===== src/rtl/key_conditioner_pkg.sv =====
// Shared FSM state encodings, default timing constants and counter sizing for the key conditioner.
package key_conditioner_pkg;

    localparam logic [2:0] ST_IDLE  = 3'd0;
    localparam logic [2:0] ST_DEB_P = 3'd1;
    localparam logic [2:0] ST_HOLD  = 3'd2;
    localparam logic [2:0] ST_RPT   = 3'd3;
    localparam logic [2:0] ST_DEB_R = 3'd4;

    localparam int unsigned DEF_DEBOUNCE_CYC = 500000;
    localparam int unsigned DEF_REPEAT_DELAY = 25000000;
    localparam int unsigned DEF_REPEAT_RATE  = 5000000;

    // Counter width covering the longest interval any state has to time.
    function automatic int unsigned cnt_width(input int unsigned a, input int unsigned b,
                                              input int unsigned c);
        int unsigned m;
        m = a;
        if (b > m) m = b;
        if (c > m) m = c;
        return 32'($clog2(m));
    endfunction

endpackage


===== src/rtl/key_channel.sv =====
// One key: two-flop synchroniser, debounce/auto-repeat FSM and registered press/step/held outputs.
module key_channel
    import key_conditioner_pkg::*;
#(
    parameter int unsigned DEBOUNCE_CYC = DEF_DEBOUNCE_CYC,
    parameter int unsigned REPEAT_DELAY = DEF_REPEAT_DELAY,
    parameter int unsigned REPEAT_RATE  = DEF_REPEAT_RATE
) (
    input  logic clk,
    input  logic rst_n,
    input  logic key,
    output logic press,
    output logic step,
    output logic held
);

    localparam int unsigned CNT_W = cnt_width(DEBOUNCE_CYC, REPEAT_DELAY, REPEAT_RATE);
    localparam logic [CNT_W-1:0] DEB_LAST   = CNT_W'(DEBOUNCE_CYC - 1);
    localparam logic [CNT_W-1:0] DELAY_LAST = CNT_W'(REPEAT_DELAY - 1);
    localparam logic [CNT_W-1:0] RATE_LAST  = CNT_W'(REPEAT_RATE - 1);

    logic [1:0]       sync;
    logic             s;
    logic [2:0]       state;
    logic [2:0]       state_nxt;
    logic [CNT_W-1:0] cnt;
    logic [CNT_W-1:0] cnt_nxt;
    logic             cnt_clr;
    logic             press_nxt;
    logic             step_nxt;
    logic             held_nxt;

    assign s = sync[1];

    always_ff @(posedge clk or negedge rst_n) begin
        if (!rst_n) begin
            sync  <= 2'b11;
            state <= ST_IDLE;
            cnt   <= '0;
            press <= 1'b0;
            step  <= 1'b0;
            held  <= 1'b0;
        end else begin
            sync  <= {sync[0], key};
            state <= state_nxt;
            cnt   <= cnt_nxt;
            press <= press_nxt;
            step  <= step_nxt;
            held  <= held_nxt;
        end
    end

    // A level change on s always takes priority over a timer expiry, so release beats repeat.
    always_comb begin
        state_nxt = state;
        cnt_clr   = 1'b0;
        press_nxt = 1'b0;
        step_nxt  = 1'b0;
        case (state)
            ST_IDLE: begin
                if (!s) state_nxt = ST_DEB_P;
            end
            ST_DEB_P: begin
                if (s) begin
                    state_nxt = ST_IDLE;
                end else if (cnt == DEB_LAST) begin
                    state_nxt = ST_HOLD;
                    press_nxt = 1'b1;
                    step_nxt  = 1'b1;
                end
            end
            ST_HOLD: begin
                if (s) begin
                    state_nxt = ST_DEB_R;
                end else if (cnt == DELAY_LAST) begin
                    state_nxt = ST_RPT;
                    step_nxt  = 1'b1;
                end
            end
            ST_RPT: begin
                if (s) begin
                    state_nxt = ST_DEB_R;
                end else if (cnt == RATE_LAST) begin
                    step_nxt = 1'b1;
                    cnt_clr  = 1'b1;
                end
            end
            ST_DEB_R: begin
                if (!s) begin
                    state_nxt = ST_HOLD;
                end else if (cnt == DEB_LAST) begin
                    state_nxt = ST_IDLE;
                end
            end
            default: state_nxt = ST_IDLE;
        endcase

        // IDLE parks the counter at zero so it never free-runs.
        if ((state_nxt != state) || cnt_clr || (state == ST_IDLE)) begin
            cnt_nxt = '0;
        end else begin
            cnt_nxt = cnt + CNT_W'(1);
        end

        held_nxt = state_nxt inside {ST_HOLD, ST_RPT, ST_DEB_R};
    end

endmodule


===== src/rtl/key_conditioner.sv =====
// Three independent key channels turning raw DE2 push-buttons into press/step/held signals.
module key_conditioner
    import key_conditioner_pkg::*;
#(
    parameter int unsigned DEBOUNCE_CYC = DEF_DEBOUNCE_CYC,
    parameter int unsigned REPEAT_DELAY = DEF_REPEAT_DELAY,
    parameter int unsigned REPEAT_RATE  = DEF_REPEAT_RATE
) (
    input  logic CLK,
    input  logic RSTN,
    input  logic KEY3,
    input  logic KEY2,
    input  logic KEY1,
    output logic PRESS3,
    output logic PRESS2,
    output logic PRESS1,
    output logic STEP3,
    output logic STEP2,
    output logic STEP1,
    output logic HELD3,
    output logic HELD2,
    output logic HELD1
);

    key_channel #(
        .DEBOUNCE_CYC(DEBOUNCE_CYC),
        .REPEAT_DELAY(REPEAT_DELAY),
        .REPEAT_RATE (REPEAT_RATE)
    ) u_ch1 (
        .clk  (CLK),
        .rst_n(RSTN),
        .key  (KEY1),
        .press(PRESS1),
        .step (STEP1),
        .held (HELD1)
    );

    key_channel #(
        .DEBOUNCE_CYC(DEBOUNCE_CYC),
        .REPEAT_DELAY(REPEAT_DELAY),
        .REPEAT_RATE (REPEAT_RATE)
    ) u_ch2 (
        .clk  (CLK),
        .rst_n(RSTN),
        .key  (KEY2),
        .press(PRESS2),
        .step (STEP2),
        .held (HELD2)
    );

    key_channel #(
        .DEBOUNCE_CYC(DEBOUNCE_CYC),
        .REPEAT_DELAY(REPEAT_DELAY),
        .REPEAT_RATE (REPEAT_RATE)
    ) u_ch3 (
        .clk  (CLK),
        .rst_n(RSTN),
        .key  (KEY3),
        .press(PRESS3),
        .step (STEP3),
        .held (HELD3)
    );

endmodule


===== config.mk =====
export PLATFORM = sky130hd
export DESIGN_NAME = key_conditioner
export DESIGN_NICKNAME = d
export VERILOG_FILES = /design/src/rtl/key_conditioner_pkg.sv /design/src/rtl/key_channel.sv /design/src/rtl/key_conditioner.sv
export SDC_FILE = /design/constraint.sdc
export NUM_CORES = 1
export LEC_CHECK = 0
export CAP_MARGIN = 20
export CORE_ASPECT_RATIO = 1.25
export CORE_MARGIN = 2
export CORE_UTILIZATION = 56
export DETAILED_ROUTE_END_ITERATION = 10
export PLACE_DENSITY = 0.83
export SYNTH_ARGS = -nofsm -noshare
export SYNTH_HDL_FRONTEND = slang
export SYNTH_HIERARCHICAL = 1
export SYNTH_SLANG_ARGS = --single-unit

===== constraint.sdc =====
create_clock -name CLK -period 2.8 [get_ports CLK]
set_input_delay 0.42 -clock CLK [delete_from_list [all_inputs] [get_ports CLK]]
set_output_delay 0.42 -clock CLK [all_outputs]
set_load 0.02 [all_outputs]

# == Yosys cells after proc, flatten, opt, wreduce, memory -nomap -nowiden ==
# Cells that the tools add are included.
# word_totals
output_inout_bits,9
in_bits,5
register_bits,99
# op_classes
addsub,3
reduce_logical,12
eq_ne,33
muxes,57
# ops
cell,n
$add A25 B1 Y25 const B,3
$eq A25 B19 Y1 const B,3
$eq A25 B23 Y1 const B,3
$eq A25 B25 Y1 const B,3
$mux W25,3
$mux W3,24
$pmux W3 S5,3
$eq A3 B2 Y1 const B,12
$mux W1,24
$eq A3 B3 Y1 const B,6
$eq A3 B1 Y1 const B,3
$logic_not A3 Y1,3
$ne A3 B3 Y1,3
$pmux W1 S3,3
$reduce_bool A3 Y1,3
$logic_or A1 B1 Y1,6

# == Depth between registers and ports, before layout ==
# logic_depth
ltp_word,8
depth_mapped,8
mapped_depth_nobuf,7

# == Hierarchy ==
# Netlist, hierarchy kept.
# modules_own_cells
mod,seq_area_each_um2,n_inst,cells_each,area_per_inst_um2
key_channel (u_ch1 ...),828.3,2,169,1779.2
key_channel (u_ch3),828.3,1,176,1750.4

# == Worst setup path before layout ==
# OpenSTA, ideal clock, no wires.
# synth_timing
kind,register to register
startpoint,reg u_ch1.cnt[6]
endpoint,reg u_ch1.cnt[11]
path_stages_with_launch,8
t_required_ns,2.673
setup_ns,0.127
arrival_time_ns,2.668
slack_ns,0.005
n_path_buf,1
path_cell_list,dfrtp_1 > or4_4 > or4_1 > or4_4 > a21oi_4 > a2bb2oi_4 > buf_6 > nor3_2
# synth_via
elab_chain_cells,8
word_cells_on_any_way,18
# synth_lines
element,line,source
"start, declared",key_channel.sv:26,logic [CNT_W-1:0] cnt;
"start signal, assigned",key_channel.sv:46,cnt <= cnt_nxt;
$eq A25 B19 Y1 / $eq A25 B25 Y1 (equally long branches),"key_channel.sv:66, key_channel.sv:91, key_channel.sv:75",
$mux W3 (on tied branches),"key_channel.sv:91, key_channel.sv:75, key_channel.sv:66",
$mux W3 (on tied branches),"key_channel.sv:89, key_channel.sv:64, key_channel.sv:73",
$pmux W3 S5,key_channel.sv:59,case (state)
$ne A3 B3 Y1,key_channel.sv:99,if ((state_nxt != state) || cnt_clr || (state == ST_IDLE)) begin
$logic_or A1 B1 Y1 (2 in series),key_channel.sv:99,
$mux W25 *,key_channel.sv:99,
named net u_ch1.cnt_nxt[11],key_channel.sv:27,logic [CNT_W-1:0] cnt_nxt;
# Mark *: on every way through the listed nets, which the timed path passes. The rest lies on a longest branch.

# == Worst setup path in the final report ==
# layout_timing
startpoint,reg u_ch1.cnt[6]
endpoint,reg u_ch1.cnt[22]
# Same word-level chain as after synthesis.

==> Flow_metrics.wiki <==
{| class="wikitable"
! Metric !! Value
|-
| Number of diodes || 0
|-
| Seq pwr share || 0.528
|-
| Synth cell types || 53
|-
| Source-to-sink clock delay at the later pin of the worst-skew pair || 0.35 ns
|-
| Net Sw Frac || 0.229
|-
| CTS Hold Bufs || 0
|-
| Transition at the pin with the smallest max-transition slack || 0.706 ns
|-
| Run status || complete, no violations
|-
| Bufs and invs on worst path || 1
|-
| Register bit total from synthesis || 99
|-
| Placement-stage cell area || 0.00577 sq mm
|-
| CTS tree || done
|-
| Synthesized Nets || 522
|-
| Family with the most delay on the worst path || simple AND/OR/NAND/NOR gates
|-
| Sequential share of the synthesized area || 0.468
|-
| Slack of the worst reg-to-reg path || 0.03 ns
|-
| Number of sinks driven by the clock tree || 99
|-
| Initial DRT Pass Iterations || 4
|-
| Chip Height || 113 microns
|-
| Final setup viols || 0
|-
| Starting density of the core || 0.579
|-
| Path category of the worst min-delay check || in2async
|-
| Iteration-0 DRC count of the detailed router || 221
|-
| Clock skew after layout || 0.00547 ns
|-
| Cell at the slowest stage of the critical path || or4_4
|-
| Req. time, crit path || 3.03 ns
|-
| Chain of cells forming the critical path || or4_4 -> or4_4 -> or4_4 -> a21oi_4 -> a2bb2oi_4 -> buf_6 -> nor3_2
|-
| Mean routed wirelength per cell || 16.6 microns
|-
| Max-slew violations || 0
|-
| Final number of hold-violating endpoints || 0
|-
| Max cap viols || 0
|-
| Leak || 0.00247 uW
|-
| CP max FO || 8
|-
| Accumulated negative setup slack || 0 ns
|-
| Worst endpoint data arrival time || 3.00 ns
|-
| Sum of net half-perimeters after detailed placement || 7.51 mm
|-
| Startpoint class of the critical path || flip-flop
|-
| Internal power contribution || 2130 uW
|-
| Cell type with the highest occurrence count on the critical path || or4_4
|-
| Number of antenna-violating nets in the routed design || 0
|-
| First-pass GRT wire length || 19.5 mm
|-
| GRT overflow || 0
|-
| Placer Congestion || 0.882
|-
| Final std cell area, no fill || 0.00620 sq mm
|-
| Post-Syn Instances || 514
|-
| Cts bufs inserted || 9
|-
| Achievable Freq || 361 MHz
|-
| Slew HR || 0.529
|-
| Pin count of the biggest net entering global routing || 51
|-
| Peak VDD IR || 391 uV
|-
| Total wirelength of the detailed-routed design || 11.5 mm
|-
| Total net switching power || 632 uW
|-
| Shortest clock period the worst path allows after layout || 2.77 ns
|-
| Floorplan core area || 0.00917 sq mm
|-
| CP endpoint kind || flip-flop
|-
| Number of global-route vias before repair || 4154
|-
| Main flop type after synthesis || dfrtp_1
|-
| Combinational power share || 0.044
|-
| All-Layer GR Usage || 0.233
|-
| Count of buffers from port buffering || 13
|-
| Total power per unit cell area || 446 mW/mm^2
|-
| Clock Power Share || 0.428
|-
| Average cell area after synthesis || 10.3 sq um
|-
| Number of nets in the layout || 569
|-
| Buffer cell driving the clock tree root || clkbuf_16
|-
| Synth-to-layout area growth || 16.7%
|-
| Post-detailed-route DRC marker count || 0
|-
| Layout cells sized above 1 || 0.235
|-
| Antenna violations before repair || 0
|-
| H-tree depth || 3
|-
| Clock Pin Slew Worst Setup and Hold Paths || 0.07 ns
|-
| Number of buffers between clock root and the deepest sink || 2
|-
| Cell area after synthesis || 0.00531 sq mm
|-
| Fraction of registers with async set/reset || 1.00
|-
| Die ar. || 0.0103 sq mm
|-
| Total via count in the routed design || 4183
|-
| Floorplan die width || 91.1 microns
|-
| Number of synthesized flops with an enable pin || 0
|-
| Slowest cell delay on critical path || 0.55 ns
|-
| Detail-routed via count per cell || 6.07
|-
| Final Cycle Share || 0.989
|-
| Top-level port count || 14
|-
| Number of warning messages in the yosys log || 6
|-
| Number of placement rows || 39
|-
| Category of the most critical setup path || reg2reg
|}
-- cells in the final DEF (no fill, tap or decap), types with 4 or more instances in the layout --
| master | netlist | final |
|---|---|---|
| dfstp_2 | 6 | 6 |
| nor2_1 | 39 | 39 |
| nand4_1 | 27 | 27 |
| clkbuf_16 | 0 | 9 |
| nor3_1 | 22 | 22 |
| buf_4 | 0 | 35 |
| xnor2_1 | 29 | 29 |
| and4_1 | 8 | 8 |
| and2_1 | 4 | 4 |
| nor2b_1 | 6 | 6 |
| clkdlybuf4s50_1 | 0 | 12 |
| and3_1 | 8 | 8 |
| o21ai_0 | 4 | 4 |
| or2_2 | 5 | 5 |
| nor4_1 | 23 | 21 |
| inv_1 | 6 | 6 |
| nand4b_1 | 6 | 6 |
| dfrtp_1 | 93 | 93 |
| nand3_1 | 35 | 35 |
| nor3_2 | 14 | 14 |
| buf_12 | 0 | 4 |
| nor2_2 | 27 | 27 |
| nor3b_1 | 4 | 4 |
| or4bb_1 | 4 | 4 |
| or4_4 | 5 | 7 |
| nand2_1 | 36 | 36 |
| mux2i_1 | 4 | 4 |
| xor2_1 | 40 | 40 |
-- state kept, by name, summed over array words and instances, names as in the netlist, 2 cells and up --
signal / cells
u_ch3/cnt: 25
u_ch3/state: 3
u_ch2/sync: 2
u_ch2/cnt: 25
u_ch1/sync: 2
u_ch1/cnt: 25
u_ch1/state: 3
u_ch2/state: 3
u_ch3/sync: 2
-- cell type report --
class                           instances  area (sq um)
Clock buffer                           10           239
Multi-Input combinational cell        390          2700
Timing Repair Buffer                   55           546
Fill cell                             697          2980
Inverter                                6          22.5
Sequential cell                        99          2480
Tap cell                              123           154
Clock inverter                          6          47.5
-- metal layers --
layer,vias to the layer above,track usage,part of all wire
li1,1943,-,-
met5,-,0,0
met4,0,0.103,0.023
met2,142,0.405,0.52
met1,2072,0.292,0.41
met3,26,0.0320,0.046
-- power groups by stage --
stage	combinational, uW	sequential [uW]	clock (uW)
after global routing	132	1460	1260
after global placement	104	1480	0
after floorplan	61.6	1480	0
after CTS	122	1460	1210
final	120	1460	1180
after detailed placement	108	1480	0
-- per-stage QoR --
step           cells  total power [uW]  setup WS, ns   util  hold WS (ns)
4_1_cts          684              2790      0.000389  0.671         0.121
2_1_floorplan    514              1540       0.00499      -         0.124
3_5_place_dp     662              1590       -0.0454  0.629         0.347
3_3_place_gp     662              1590        0.0101  0.629         0.346
6_report         689              2760        0.0310  0.675         0.101
5_1_grt          689              2850       -0.0182  0.675         0.152
-- cells in the mapped netlist, types with 3 or more instances --
cell type,instances,share of area
xor2_1,40,0.066
dfrtp_1,93,0.44
and4_1,8,0.013
nand3_1,35,0.033
ha_1,3,0.0071
or4_1,3,0.0042
nor3_1,22,0.021
nor2_2,27,0.032
nand4_1,27,0.032
and2_1,4,0.0047
or4_4,5,0.011
dfstp_2,6,0.030
or2_2,5,0.0059
buf_2,5,0.0047
o21ai_0,4,0.0038
a21oi_1,3,0.0028
nand4b_1,6,0.0099
nor4_1,23,0.027
or4bb_1,4,0.0085
nor3b_1,4,0.0057
nor2b_1,6,0.0071
and3_1,8,0.0094
buf_6,5,0.011
nor3_2,14,0.026
clkbuf_2,3,0.0028
nor2_1,39,0.028
nand2_1,36,0.025
mux2i_1,4,0.0075
clkbuf_1,6,0.0042
inv_1,6,0.0042
xnor2_1,29,0.048
-- path summary, 6_finish.rpt --
check | end | from | cells past startpoint
setup / recovery | u_ch1/cnt[22] | u_ch1/cnt[6] | 7
hold / removal | u_ch1/state[2] | RSTN | 1
setup reg to reg | u_ch1/cnt[22] | u_ch1/cnt[6] | 7
hold reg to reg | u_ch1/sync[1] | u_ch1/sync[0] | 0
max in group asynchronous | u_ch2/sync[0] | RSTN | 2
min in group CLK | u_ch1/sync[1] | u_ch1/sync[0] | 0
-- cells by family (layout without fill, tap and decap cells) --
family / count (synthesis) / in the layout / share of synthesized area
simple gates: 288 / 288 / 0.329
flops: 99 / 99 / 0.468
xor+xnor: 69 / 69 / 0.114
compound gates: 26 / 26 / 0.0476
buf+inv: 25 / 77 / 0.0266
mux: 4 / 4 / 0.00754
fa+ha+maj: 3 / 3 / 0.00707
-- timing repair --
item	CTS	global route
gates resized for setup	4	1
cloned	2	0
setup endpoints to repair	50	50
buffers inserted	4	5
pin swaps	2	4
No activity file was read; power rests on OpenSTA's default activity.
==> variant: new RTL, config.mk and constraints unchanged <==
Make the reset (`rst_n`) synchronous in one clocked block.
--- a/src/rtl/key_channel.sv
+++ b/src/rtl/key_channel.sv
@@ -32,7 +32,7 @@
 
     assign s = sync[1];
 
-    always_ff @(posedge clk or negedge rst_n) begin
+    always_ff @(posedge clk) begin
         if (!rst_n) begin
             sync  <= 2'b11;
             state <= ST_IDLE;
Behaviour: no difference found for any inputs over 10 cycles, from zero or initial values and one cycle with RSTN low; that may be too few to reach the edited logic, so the function may still have changed.
==> variant against the original RTL <==
  * Sequential cell count is the same
  * Sequential share of layout area shrank 2.1 points
  * Design area shrank 16%
  * Wire length shrank 15%
  * Worst setup slack gained 0.34 ns
  * Synthesized cell count grew 7.0%
  * Synthesized area shrank 8.7%
  * Non-clock buffer count shrank 40
Power is not compared: it rests on default switching activity, and its combinational part moved more than twofold at a synthesized area within 25%.
==> variant: results (changes against the original RTL) <==
stage;metric;value;unit;change
global_route;grt_usage;0.2176;;-0.01591
setup_path;r2r-end;u_ch3/cnt[8];;
synthesis;ys_types;51;;-3.8%
routing;initialDrtViolationCount;320;;+45%
routing;drt_wl_total;9.690;mm;-15%
place;placed_area;5002;um2;-13%
place;dp_slack;0.3834;ns;+0.4287 ns
synthesis;synth.area.mux_share;0.002066;;-0.005476
synthesis;avgSynthCellArea;8.811;um2;-15%
global_route;grt_pass1_wl;16.71;mm;-14%
timing;whs;0.4135;ns;+0.3123 ns
outcome;status;completed;;
synthesis;synth_top_flop_cell;dfxtp_1;;
cts;post_cts_buffers;0;;-4
timing;worst_slew_pin_slew;0.7922;ns;+0.08642 ns
routing;vias;4089;;-2.2%
global_route;grt_max_degree;26;;-49%
cts;cts_root_buf;clkbuf_8;;
setup_path;critical-path-max-stage-delay;0.57;ns;+0.02 ns
synthesis;ys_seq_area_frac;0.4090;;-0.05908
final_layout;n_fill_cell;679;;-2.6%
synthesis;synth_fa_ha_area_frac;0.007746;;+0.0006755
synthesis;synthTopCellsByArea;dfxtp_1 (41%), xor2_1 (9.0%), nor2_1 (6.1%);;
setup_path;regToRegStartpoint;u_ch3/cnt[7];;
place;gp_congestion;0.9321;;+5.6%
setup_path;critical_path_arrival;2.68;ns;-0.32 ns
min_path;holdCritPathClass;flop to flop;;
synthesis;synthXorXnorAreaFrac;0.1265;;+0.01268
setup_path;reg2reg_depth;5;;-2
setup_path;crit_fanout;25;;+17
synthesis;async_flop_share;0;;-1.000
cts;path_clk_slew;0.10;ns;+0.03 ns
[variant: power by group through the flow]
stage / combinational, mW / sequential [mW] / clock [mW]
2_1_floorplan: 0.0170 / 1.45 / 0
3_3_place_gp: 0.0296 / 1.45 / 0
3_5_place_dp: 0.0310 / 1.45 / 0
4_1_cts: 0.0311 / 1.42 / 0.980
5_1_grt: 0.0343 / 1.42 / 1.04
6_report: 0.0308 / 1.42 / 0.956
[variant: worst max path at each step]
stage | start | end | slack [ns] | depth (start not counted)
final | u_ch3/cnt[7] | u_ch3/cnt[8] | 0.37 | 5
after global routing | u_ch3/cnt[7] | u_ch3/cnt[7] | 0.23 | 5
after CTS | u_ch3/cnt[7] | u_ch3/cnt[7] | 0.37 | 5
after detailed placement | u_ch3/cnt[7] | u_ch3/cnt[7] | 0.38 | 5
after global placement | u_ch3/cnt[7] | u_ch3/cnt[22] | 0.52 | 5
after floorplan | u_ch3/cnt[7] | u_ch3/cnt[14] | 0.68 | 6
[variant: layout make-up]
class,count,area [um2],area share
clock inverters,6,73.82,0.01416
inverters,15,56.30,0.01080
repair buffers,15,145.1,0.02784
flip-flops and latches,99,1982,0.3801
multi-input cells,422,2698,0.5174
clock buffers,10,137.6,0.02640
well taps,97,121.4,0.02328
[variant: per-layer routing]
| metal | GRT usage | vias to the layer above |
|---|---|---|
| met5 | 0 | - |
| met4 | 0.1055 | 0 |
| met3 | 0.04046 | 26 |
| met2 | 0.3697 | 120 |
| met1 | 0.2627 | 1954 |
| li1 | - | 1989 |
